$ cat src/rtl/fetch_pkg.sv
// Shared types and constants for the instruction fetch unit.
// Holds the fetch FSM encoding, the PC width and the default NOP word.
package fetch_pkg;

  localparam int PC_W = 32;
  localparam logic [PC_W-1:0] NOP_INSTR_DEFAULT = 32'h0000_0013;
  localparam logic [PC_W-1:0] PC_STEP = 32'd4;

  typedef enum logic [1:0] {
    ST_IDLE = 2'd0,
    ST_REQ  = 2'd1,
    ST_WAIT = 2'd2,
    ST_DROP = 2'd3
  } fetch_state_e;

  typedef struct packed {
    logic [PC_W-1:0] instr;
    logic [PC_W-1:0] pc;
  } fetch_word_t;

  // Sequential fetch address; the add wraps naturally at 2^32.
  function automatic logic [PC_W-1:0] next_pc(input logic [PC_W-1:0] pc);
    return pc + PC_STEP;
  endfunction

endpackage

$ cat src/rtl/fetch_skid_buf.sv
// One-entry skid buffer holding a fetched word and its PC while the
// output slot is stalled. Clear beats push, push beats pop.
module fetch_skid_buf
  import fetch_pkg::*;
(
  input  logic        clk,
  input  logic        rst_n,
  input  logic        clear,
  input  logic        push,
  input  fetch_word_t push_word,
  input  logic        pop,
  output logic        valid,
  output fetch_word_t word
);

  logic        valid_q, valid_d;
  fetch_word_t word_q, word_d;

  always_comb begin
    valid_d = valid_q;
    word_d  = word_q;
    if (clear) begin
      valid_d = 1'b0;
    end else if (push) begin
      valid_d = 1'b1;
      word_d  = push_word;
    end else if (pop) begin
      valid_d = 1'b0;
    end
  end

  always_ff @(posedge clk or negedge rst_n) begin
    if (!rst_n) begin
      valid_q <= 1'b0;
      word_q  <= '0;
    end else begin
      valid_q <= valid_d;
      word_q  <= word_d;
    end
  end

  assign valid = valid_q;
  assign word  = word_q;

endmodule

$ cat src/rtl/instr_fetch.sv
// Instruction fetch unit: single-outstanding imem requester feeding a
// registered output slot backed by a one-entry skid buffer.
module instr_fetch
  import fetch_pkg::*;
#(
  parameter logic [PC_W-1:0] RESET_PC  = 32'h0000_0000,
  parameter logic [PC_W-1:0] NOP_INSTR = NOP_INSTR_DEFAULT
) (
  input  logic            clk,
  input  logic            rst_n,
  input  logic            stall,
  input  logic            redirect_valid,
  input  logic [PC_W-1:0] redirect_pc,
  output logic            imem_req,
  output logic [PC_W-1:0] imem_addr,
  input  logic            imem_gnt,
  input  logic            imem_rvalid,
  input  logic [PC_W-1:0] imem_rdata,
  output logic [PC_W-1:0] instrn_out,
  output logic            instrn_valid,
  output logic [PC_W-1:0] pc_out
);

  fetch_state_e    state_q, state_d;
  logic [PC_W-1:0] pc_q, pc_d;
  logic [PC_W-1:0] fetch_pc_q, fetch_pc_d;
  logic            imem_req_q, imem_req_d;
  logic [PC_W-1:0] instr_q, instr_d;
  logic [PC_W-1:0] out_pc_q, out_pc_d;
  logic            valid_q, valid_d;

  logic        resp_fire;
  fetch_word_t resp_word;
  logic        skid_valid;
  fetch_word_t skid_word;
  logic        skid_push;
  logic        skid_pop;

  // A response is only usable in WAIT; a same-cycle redirect discards it.
  assign resp_fire = (state_q == ST_WAIT) && imem_rvalid && !redirect_valid;
  assign resp_word = '{instr: imem_rdata, pc: fetch_pc_q};
  assign skid_push = resp_fire && (stall || skid_valid);
  assign skid_pop  = !redirect_valid && !stall && skid_valid;

  fetch_skid_buf u_skid (
    .clk       (clk),
    .rst_n     (rst_n),
    .clear     (redirect_valid),
    .push      (skid_push),
    .push_word (resp_word),
    .pop       (skid_pop),
    .valid     (skid_valid),
    .word      (skid_word)
  );

  always_comb begin
    state_d    = state_q;
    pc_d       = pc_q;
    fetch_pc_d = fetch_pc_q;
    instr_d    = instr_q;
    out_pc_d   = out_pc_q;
    valid_d    = valid_q;

    unique case (state_q)
      ST_IDLE: begin
        if (!redirect_valid && !skid_valid) state_d = ST_REQ;
      end
      ST_REQ: begin
        if (imem_gnt) begin
          fetch_pc_d = pc_q;
          pc_d       = next_pc(pc_q);
          state_d    = redirect_valid ? ST_DROP : ST_WAIT;
        end else if (redirect_valid) begin
          state_d = ST_IDLE;
        end
      end
      ST_WAIT: begin
        if (imem_rvalid)         state_d = ST_IDLE;
        else if (redirect_valid) state_d = ST_DROP;
      end
      ST_DROP: begin
        if (imem_rvalid) state_d = ST_IDLE;
      end
      default: state_d = ST_IDLE;
    endcase

    if (redirect_valid) begin
      pc_d    = redirect_pc;
      instr_d = NOP_INSTR;
      valid_d = 1'b0;
    end else if (!stall) begin
      if (skid_valid) begin
        instr_d  = skid_word.instr;
        out_pc_d = skid_word.pc;
        valid_d  = 1'b1;
      end else if (resp_fire) begin
        instr_d  = resp_word.instr;
        out_pc_d = resp_word.pc;
        valid_d  = 1'b1;
      end else begin
        instr_d = NOP_INSTR;
        valid_d = 1'b0;
      end
    end

    imem_req_d = (state_d == ST_REQ);
  end

  always_ff @(posedge clk or negedge rst_n) begin
    if (!rst_n) begin
      state_q    <= ST_IDLE;
      pc_q       <= RESET_PC;
      fetch_pc_q <= RESET_PC;
      imem_req_q <= 1'b0;
      instr_q    <= NOP_INSTR;
      out_pc_q   <= RESET_PC;
      valid_q    <= 1'b0;
    end else begin
      state_q    <= state_d;
      pc_q       <= pc_d;
      fetch_pc_q <= fetch_pc_d;
      imem_req_q <= imem_req_d;
      instr_q    <= instr_d;
      out_pc_q   <= out_pc_d;
      valid_q    <= valid_d;
    end
  end

  assign imem_req     = imem_req_q;
  assign imem_addr    = pc_q;
  assign instrn_out   = instr_q;
  assign instrn_valid = valid_q;
  assign pc_out       = out_pc_q;

endmodule

$ cat config.mk
export PLATFORM = sky130hd
export DESIGN_NAME = instr_fetch
export DESIGN_NICKNAME = d
export VERILOG_FILES = /design/src/rtl/fetch_pkg.sv /design/src/rtl/fetch_skid_buf.sv /design/src/rtl/instr_fetch.sv
export SDC_FILE = /design/constraint.sdc
export NUM_CORES = 1
export LEC_CHECK = 0
export CAP_MARGIN = 40
export CORE_MARGIN = 10
export CORE_UTILIZATION = 52
export DETAILED_ROUTE_END_ITERATION = 6
export HOLD_SLACK_MARGIN = 0.08
export PLACE_DENSITY = 0.8
export SLEW_MARGIN = 5
export SYNTH_ARGS = -nofsm -noshare
export SYNTH_HDL_FRONTEND = slang
export SYNTH_SLANG_ARGS = --single-unit
export TNS_END_PERCENT = 1
$ cat constraint.sdc
create_clock -name clk -period 2.8 [get_ports clk]
set_input_delay 0.28 -clock clk [delete_from_list [all_inputs] [get_ports clk]]
set_output_delay 0.28 -clock clk [all_outputs]
set_load 0.05 [all_outputs]
==> results of run 1 <==
[final timing paths]
| check | end | slack (ns) | cells past startpoint |
|---|---|---|---|
| max in group asynchronous | instrn_out[0] | 1.55 | 3 |
| worst max register to register | imem_addr[15] | 0.46 | 5 |
| min in group asynchronous | pc_out[17] | 0.44 | 2 |
| worst min-delay path | imem_addr[10] | 0.41 | 3 |
| worst max-delay path | imem_addr[15] | 0.46 | 5 |
| worst min register to register | pc_out[7] | 0.48 | 2 |
[power by group through the flow]
stage                     registers, W  logic [W]  clock network, W
after floorplan                0.00531    0.00122                 0
after global placement         0.00437    0.00328                 0
after detailed placement       0.00443    0.00337                 0
after CTS                      0.00439    0.00339           0.00242
after global routing           0.00453    0.00361           0.00256
final                          0.00439    0.00334           0.00239
[registers in the layout, indices dropped and copies added (netlist names)]
name          flops
pc_out           32
u_skid.word      64
imem_req          1
instrn_valid      1
imem_addr        32
state_q           2
u_skid.valid      1
fetch_pc_q       32
instrn_out       32
[placed cells by master, fill, tap and decap left out, types with 4 or more instances in the layout]
master,n
or3_1,5
xor2_1,5
nor2_1,21
clkdlybuf4s50_1,164
o21ai_0,55
xnor2_1,5
mux2i_1,33
or4_1,18
a221oi_1,30
buf_12,4
inv_1,8
a31oi_1,17
clkinvlp_4,4
buf_4,13
nor3_1,35
and4_1,4
nand3_1,12
nand2_1,144
clkbuf_16,17
o31ai_1,10
nor2b_1,30
mux2_2,69
nand4_1,9
dfrtp_1,193
[cells by family after synthesis]
| logic type | count (synthesis) | share of synthesized area |
|---|---|---|
| flops | 197 | 0.575 |
| mux | 102 | 0.129 |
| xor+xnor | 10 | 0.0102 |
| compound gates | 122 | 0.0929 |
| simple gates | 290 | 0.162 |
| fa+ha+maj | 1 | 0.00146 |
| buf+inv | 62 | 0.0289 |
[metal layers]
metal	share of wire	vias up	wire length, um
met2	0.49	208	11000
met4	0.027	0	599
met5	0	-	0
li1	-	3098	-
met3	0.055	33	1220
met1	0.43	3255	9510
[final cells by class]
| type | count | share of cell area |
|---|---|---|
| sequential | 197 | 0.446 |
| multi-input combinational | 525 | 0.308 |
| timing repair buffer | 185 | 0.167 |
| clock buffer | 20 | 0.0403 |
| tap | 216 | 0.0244 |
| clock inverter | 12 | 0.0119 |
| inverter | 8 | 0.00271 |
| antenna | 1 | 0.000226 |
[per-stage QoR]
stage	std cells	area (um2)	hold slack (ns)	setup WS (ns)
final	1164	11100	0.411	0.460
after global routing	1164	11100	0.429	0.326
after CTS	1163	11100	0.401	0.477
after detailed placement	1130	10500	0.366	0.179
after global placement	1129	10500	0.367	0.254
after floorplan	784	8580	-0.0156	0.541
[critical path, cell delays in order, from the launching register on]
cell	delay (ns)
dfrtp_1	0.44
nand4b_2	0.28
or4_1	0.80
buf_4	0.26
or3_1	0.31
a31oi_1	0.17
==> impl_metrics.tcl, run 1 <==
set metrics [dict create \
    clock_skew_ns 0.00979 \
    internal_power_w 0.00645 \
    hpwl_mm 15.1 \
    syn_inst 784 \
    slew_viol_final 0 \
    ctsResizeCount 0 \
    setup_viol 0 \
    synth_edf_count 0 \
    cts_tree "done" \
    critical_path_arrival_ns 2.69 \
    hold_start "redirect_pc[10]" \
    antenna_found_initial 1 \
    cts-root-buf "clkbuf_16" \
    first_global_vias 6646 \
    cellLeakagePower_nw 4.73 \
    dr.pass1.iters 5 \
    pwr-share-comb 0.330 \
    met3_usage 0.0516 \
    io_buffers 167 \
    pwr_density_cell_mw_per_mm2 914 \
    startpoint_type "flop" \
    p_clk_frac 0.236 \
    min_period_ns 2.34 \
    busiest_layer "met2" \
    timing.slew.headroom 0.541 \
    swShare 0.363 \
    netlist.area_leader.share 0.566 \
    fin_total_pwr_w 0.0101 \
    hold_viol 0 \
    ir_worst_vdd_mv 0.574 \
    multiInputGateArea_mm2 0.00341 \
    overflow 0 \
    die_h_um 148 \
    critPathKind "reg -> reg" \
    pin_count 168 \
    tightest_slew_ns 0.689 \
    period_share 0.836 \
    path_max_fanout 14 \
    initial_core_util 0.536 \
    outcome "completed" \
    fmax_mhz 427 \
    ys_types 40 \
    fillers 1237 \
    rows 46 \
    core_area_mm2 0.0160 \
    wl_per_cell_um 19.1 \
    avgSynthCellArea_um2 10.9 \
    grtUsageMet1 0.259 \
    grt_use_met2 0.328 \
    ant_nets 0 \
    synthArstFlopShare 1.00 \
    clk_pin_slew_ns 0.07 \
    crit_required_ns 3.15 \
    ctsLongestPathBuffers 2 \
    synthesis.area_mm2 0.00858 \
    cap_violations 0 \
    cts_num_sinks 197 \
    switchingPower_w 0.00368 \
    synth_area_leaders "dfrtp_1 (57%), mux2_2 (9.1%), nand2_1 (6.3%), mux2i_1 (3.9%), o21ai_0 (3.2%)" \
    cp-end-kind "flop" \
    grt_pass1_wl_mm 36.1 \
    utilization 0.693 \
    synth_top_cell_by_area "dfrtp_1" \
    power_frac_seq 0.434 \
    drtIter0Drc 531 \
    syn_to_final_growth_pct 29.2 \
    viasPerCell 5.66 \
    dieWidth_um 148 \
    hold_buffers 1 \
    synth_ff_type "dfrtp_1" \
    wirelength_mm 22.3 \
    yosys_register_bits 197 \
    r2r_start "state_q[1]" \
    synthTopCellsByCount "dfrtp_1 (194), nand2_1 (144), mux2_2 (69)" \
    grt.total_usage 0.203 \
    grt_max_degree 81 \
    synth.most_common_cell "dfrtp_1" \
    gp_congestion 0.860 \
    rsz0062_at_grt "no" \
    remaining_drc_errors 0 \
    layout-drive-gt1-share 0.138 \
    cts_inserted_buffers 17 \
    hold_path.class "in -> reg" \
    startpoint "state_q[1]" \
    synth_nets 855 \
    clock_latency_ns 0.43 \
    htree_levels 4 \
    post_cts_buffers 0 \
    die-area_mm2 0.0220 \
    nNetsFinal 1005 \
    fin_setup_tns_ns 0 \
    yosys_warnings 0 \
    regArea_mm2 0.00494 \
    yosysSeqAreaShare 0.575 \
    route.vias.total 6594 \
]
Note: power is estimated with default switching activity, not from simulation.
==> inputs of run 2 (changes only) <==
==> constraint.sdc (replaced) <==
create_clock -name clk -period 2.2 [get_ports clk]
set_input_delay 0.22 -clock clk [delete_from_list [all_inputs] [get_ports clk]]
set_output_delay 0.22 -clock clk [all_outputs]
set_load 0.05 [all_outputs]
==> impl_metrics.tcl, run 2 (synthesis results as in run 1) <==
set metrics [dict create \
    outcome "completed" \
    fillers 1203 \
    core_area_mm2 0.0160 \
    setup_viol 0 \
    grt_pass1_wl_mm 37.5 \
    wirelength_mm 22.7 \
    regArea_mm2 0.00495 \
    die_h_um 148 \
    syn_to_final_growth_pct 31.8 \
    multiInputGateArea_mm2 0.00341 \
    pin_count 168 \
    hold_viol 0 \
    ant_nets 0 \
    period_share 0.971 \
    cts-root-buf "clkbuf_16" \
    drtIter0Drc 595 \
    wl_per_cell_um 19.2 \
    p_clk_frac 0.238 \
    met3_usage 0.0543 \
    timing.slew.headroom 0.536 \
    pwr-share-comb 0.335 \
    hpwl_mm 15.5 \
    grt_use_met2 0.346 \
    crit_required_ns 2.55 \
    cap_violations 0 \
    switchingPower_w 0.00471 \
    busiest_layer "met2" \
    hold_slack_ns 0.157 \
    cts_inserted_buffers 17 \
    ctsLongestPathBuffers 2 \
    grt.total_usage 0.211 \
    grtUsageMet1 0.264 \
    most-common-layout-cells "dfrtp_1 (186), clkdlybuf4s50_1 (164), nand2_1 (144), mux2_2 (69), o21ai_0 (55)" \
    initial_core_util 0.536 \
    cp-end-kind "flop" \
    cellLeakagePower_nw 4.84 \
    pwr_density_cell_mw_per_mm2 1150 \
    die-area_mm2 0.0220 \
    tightest_slew_ns 0.696 \
    ir_worst_vdd_mv 0.863 \
    min_period_ns 2.14 \
    grt_max_degree 67 \
    antenna_found_initial 1 \
    viasPerCell 5.66 \
    overflow 0 \
    io_buffers 167 \
    dr.pass1.iters 5 \
    swShare 0.361 \
    rows 46 \
    route.vias.total 6707 \
    dieWidth_um 148 \
    clock_skew_ns 0.00761 \
    internal_power_w 0.00834 \
    slew_viol_final 0 \
    remaining_drc_errors 0 \
    fin_total_pwr_w 0.0131 \
    layout-drive-gt1-share 0.165 \
    path_max_fanout 14 \
    cts_num_sinks 197 \
    htree_levels 4 \
    clock_latency_ns 0.44 \
    largest_register_ff_count 64 \
    fmax_mhz 468 \
    nNetsFinal 1027 \
    gp_congestion 0.832 \
    clk_pin_slew_ns 0.07 \
    first_global_vias 7077 \
    utilization 0.707 \
    cts_tree "done" \
    layout_commonest_cell "dfrtp_1" \
    hold_path.class "in -> reg" \
    critical_path_arrival_ns 2.48 \
    critPathKind "reg -> reg" \
    power_frac_seq 0.427 \
    startpoint_type "flop" \
]
## run 2: cell count changes in the layout (fill, tap and decap cells not counted)
cell,before,now
buf_12,4,7
buf_4,13,32
clkbuf_1,2,0
clkbuf_8,2,4
clkinv_2,3,0
dfrtp_1,193,186
dfrtp_2,0,7
inv_6,0,1
## run 2: path summary, 6_finish.rpt
kind	slack [ns]	end	from	cells past startpoint
setup / recovery	0.06	imem_addr[19]	imem_addr[7]	5
hold / removal	0.16	instrn_valid	stall	3
setup reg to reg	0.06	imem_addr[19]	imem_addr[7]	5
hold reg to reg	0.48	pc_out[8]	pc_out[8]	2
max in group asynchronous	1.18	fetch_pc_q[9]	rst_n	3
min in group asynchronous	0.30	imem_addr[27]	rst_n	2
## run 2: power by group through the flow
stage / registers, W / logic (W) / clock network, W
floorplan: 0.00676 / 0.00156 / 0
global placement: 0.00555 / 0.00428 / 0
detailed placement: 0.00562 / 0.00439 / 0
CTS: 0.00557 / 0.00441 / 0.00316
global route: 0.00574 / 0.00473 / 0.00332
finish: 0.00558 / 0.00437 / 0.00311
## run 2: metrics by stage
stage	worst slack, ns	std cells	area (um2)	TNS, ns
detailed placement	-0.0845	1151	10700	-0.355
global placement	-0.0457	1151	10700	-0.171
floorplan	-0.00450	784	8590	-0.00450
finish	0.0648	1184	11300	0
CTS	0.123	1182	11300	0
global route	-0.0281	1184	11300	-0.0281
## run 2: cell type report
type	instances	area share
Inverter	8	0.00266
Timing Repair Buffer	207	0.182
Clock buffer	20	0.0413
Tap cell	216	0.0239
Antenna cell	1	0.000221
Multi-Input combinational cell	525	0.302
Clock inverter	10	0.0111
Sequential cell	197	0.437
## run 2: repair_timing
action / in CTS / in global routing
hold buffers: 1 / 0
resized for setup: 0 / 1
setup buffers: 0 / 1
hold endpoints to repair: 46 / 0
endpoints found under the setup margin: 0 / 1
## run 2: layer usage
metal  part of all wire  wire, um
met5                  0         0
met4              0.018       411
met3              0.063      1420
met2               0.50     11300
met1               0.42      9600
## run 2: worst max-delay path, stage by stage (launching register included)
cell	delay [ns]
dfrtp_2	0.43
nand4_1	0.20
or4_1	0.55
buf_4	0.20
or4_1	0.48
a31oi_1	0.19
==> inputs of run 3 (changes only) <==
==> constraint.sdc (replaced) <==
create_clock -name clk -period 2.2 [get_ports clk]
set_input_delay 0.44 -clock clk [delete_from_list [all_inputs] [get_ports clk]]
set_output_delay 0.44 -clock clk [all_outputs]
set_load 0.05 [all_outputs]
==> impl_metrics.tcl, run 3 (synthesis results as in run 1) <==
set metrics [dict create \
    dpl_cell_area_mm2 0.0108 \
    path_max_fanout 4 \
    dr.pass1.iters 5 \
    clock_latency_ns 0.43 \
    htree_levels 4 \
    hpwl_mm 15.8 \
    period_share 0.969 \
    cp-end-kind "primary output" \
    route.vias.total 6760 \
    startpoint "imem_addr[28]" \
    critPathSlowestCell "clkdlybuf4s50_1" \
    clk_pin_slew_ns 0.07 \
    grt.total_usage 0.210 \
    critical_path_arrival_ns 1.69 \
    outcome "completed" \
    ant_nets 0 \
    layout-drive-gt1-share 0.174 \
    pwr_density_cell_mw_per_mm2 1160 \
    antenna_found_initial 0 \
    dieWidth_um 148 \
    initial_core_util 0.536 \
    cts_inserted_buffers 17 \
    wirelength_mm 22.7 \
    utilization 0.717 \
    largest_register_ff_count 64 \
    die_h_um 148 \
    worstPathCellList "clkdlybuf4s50_1" \
    cts_tree "done" \
    max_stage_delay_ns 0.84 \
    core_area_mm2 0.0160 \
    overflow 0 \
    regToRegSetupSlack_ns 0.09 \
    ff2ff_path_depth 5 \
    crit_family "buffers and inverters" \
    rows 46 \
    gp_congestion 0.835 \
    r2r_end "imem_addr[27]" \
    ir_worst_vdd_mv 0.854 \
    ctsLongestPathBuffers 2 \
    grt_max_degree 67 \
    most-common-layout-cells "dfrtp_1 (186), nand2_1 (144), clkdlybuf4s50_1 (136), mux2_2 (69), o21ai_0 (55)" \
    rsz0062_at_grt "no" \
    critPathKind "reg -> out" \
    remaining_drc_errors 0 \
    hold_path.class "in -> reg" \
    startpoint_type "flop" \
    cts_num_sinks 197 \
    pin_count 168 \
    fmax_mhz 469 \
    first_global_vias 7109 \
    critical_path_buf_inv_count 1 \
    fin_area_mm2 0.0115 \
    syn_to_final_growth_pct 33.7 \
    die-area_mm2 0.0220 \
    drtIter0Drc 435 \
    post_cts_buffers 0 \
    wl_per_cell_um 19.0 \
    nNetsFinal 1035 \
    crit_required_ns 1.76 \
    grt_pass1_wl_mm 37.4 \
    cts-root-buf "clkbuf_16" \
    timing.slew.headroom 0.618 \
    viasPerCell 5.67 \
    cp.depth 1 \
    cellLeakagePower_nw 5.05 \
    layout_commonest_cell "dfrtp_1" \
    clock_skew_ns 0.00707 \
    r2r_start "state_q[1]" \
    setup_viol 0 \
    slew_viol_final 0 \
    antenna_cells 0 \
    cap_violations 0 \
    hold_viol 0 \
    min_period_ns 2.13 \
    tightest_slew_ns 0.571 \
    io_buffers 167 \
    cp-endpoint "imem_addr[28]" \
]
run 3: cell types whose count changed in the layout (fill, tap and decap cells not counted), moves of 2 or more:
cell             previous run  this run
clkinv_4                    3         0
buf_12                      7        11
clkinvlp_4                  4         2
clkbuf_1                    0         2
clkbuf_8                    4         1
clkinv_2                    0         4
bufinv_16                   2         5
clkdlybuf4s50_1           164       136
dlymetal6s2s_1              0        14
buf_4                      32        38
dlygate4sd2_1               0        12
run 3: per-layer routing:
layer / track usage / routed length, um / vias up
met5: 0 / 0 / -
li1: - / - / 3138
met2: 0.343 / 11200 / 208
met1: 0.265 / 9570 / 3372
met4: 0.0763 / 538 / 0
met3: 0.0519 / 1320 / 42
run 3: timing repair:
action / 4_1_cts / 5_1_grt
resized for setup: 12 / 15
hold endpoints to repair: 57 / 0
endpoints found under the setup margin: 12 / 15
hold buffers: 1 / 0
run 3: cell type report:
class / count / area, um2
Sequential cell: 197 / 4950
Clock buffer: 19 / 433
Clock inverter: 13 / 203
Inverter: 8 / 30.0
Multi-Input combinational cell: 525 / 3410
Timing Repair Buffer: 215 / 2180
Tap cell: 216 / 270
Fill cell: 1151 / 4530
run 3: worst min path at each step:
stage / start / end / slack (ns) / cells after the start
floorplan: rst_n / fetch_pc_q[0] / 0.14 / 0
global placement: rst_n / imem_addr[25] / 0.46 / 1
detailed placement: rst_n / imem_addr[25] / 0.46 / 1
CTS: stall / instrn_valid / 0.40 / 3
global route: stall / instrn_valid / 0.41 / 3
finish: stall / instrn_valid / 0.40 / 3
run 3: power by group:
group	internal, W	total (W)	switching (W)
combinational	0.00176	0.00436	0.00261
clock	0.00202	0.00337	0.00135
sequential	0.00483	0.00560	0.000771
total	0.00860	0.0133	0.00473
run 3: through the flow:
stage / TNS, ns / setup WS, ns / cells / hold WS, ns / total power [W]
2_1_floorplan: -0.00450 / -0.00450 / 784 / 0.144 / 0.00832
3_3_place_gp: -1.87 / -0.265 / 1160 / 0.460 / 0.00985
3_5_place_dp: -2.75 / -0.328 / 1160 / 0.462 / 0.0100
4_1_cts: 0 / 0.00120 / 1193 / 0.399 / 0.0134
5_1_grt: 0 / 0.00118 / 1193 / 0.410 / 0.0141
6_report: 0 / 0.0677 / 1193 / 0.405 / 0.0133
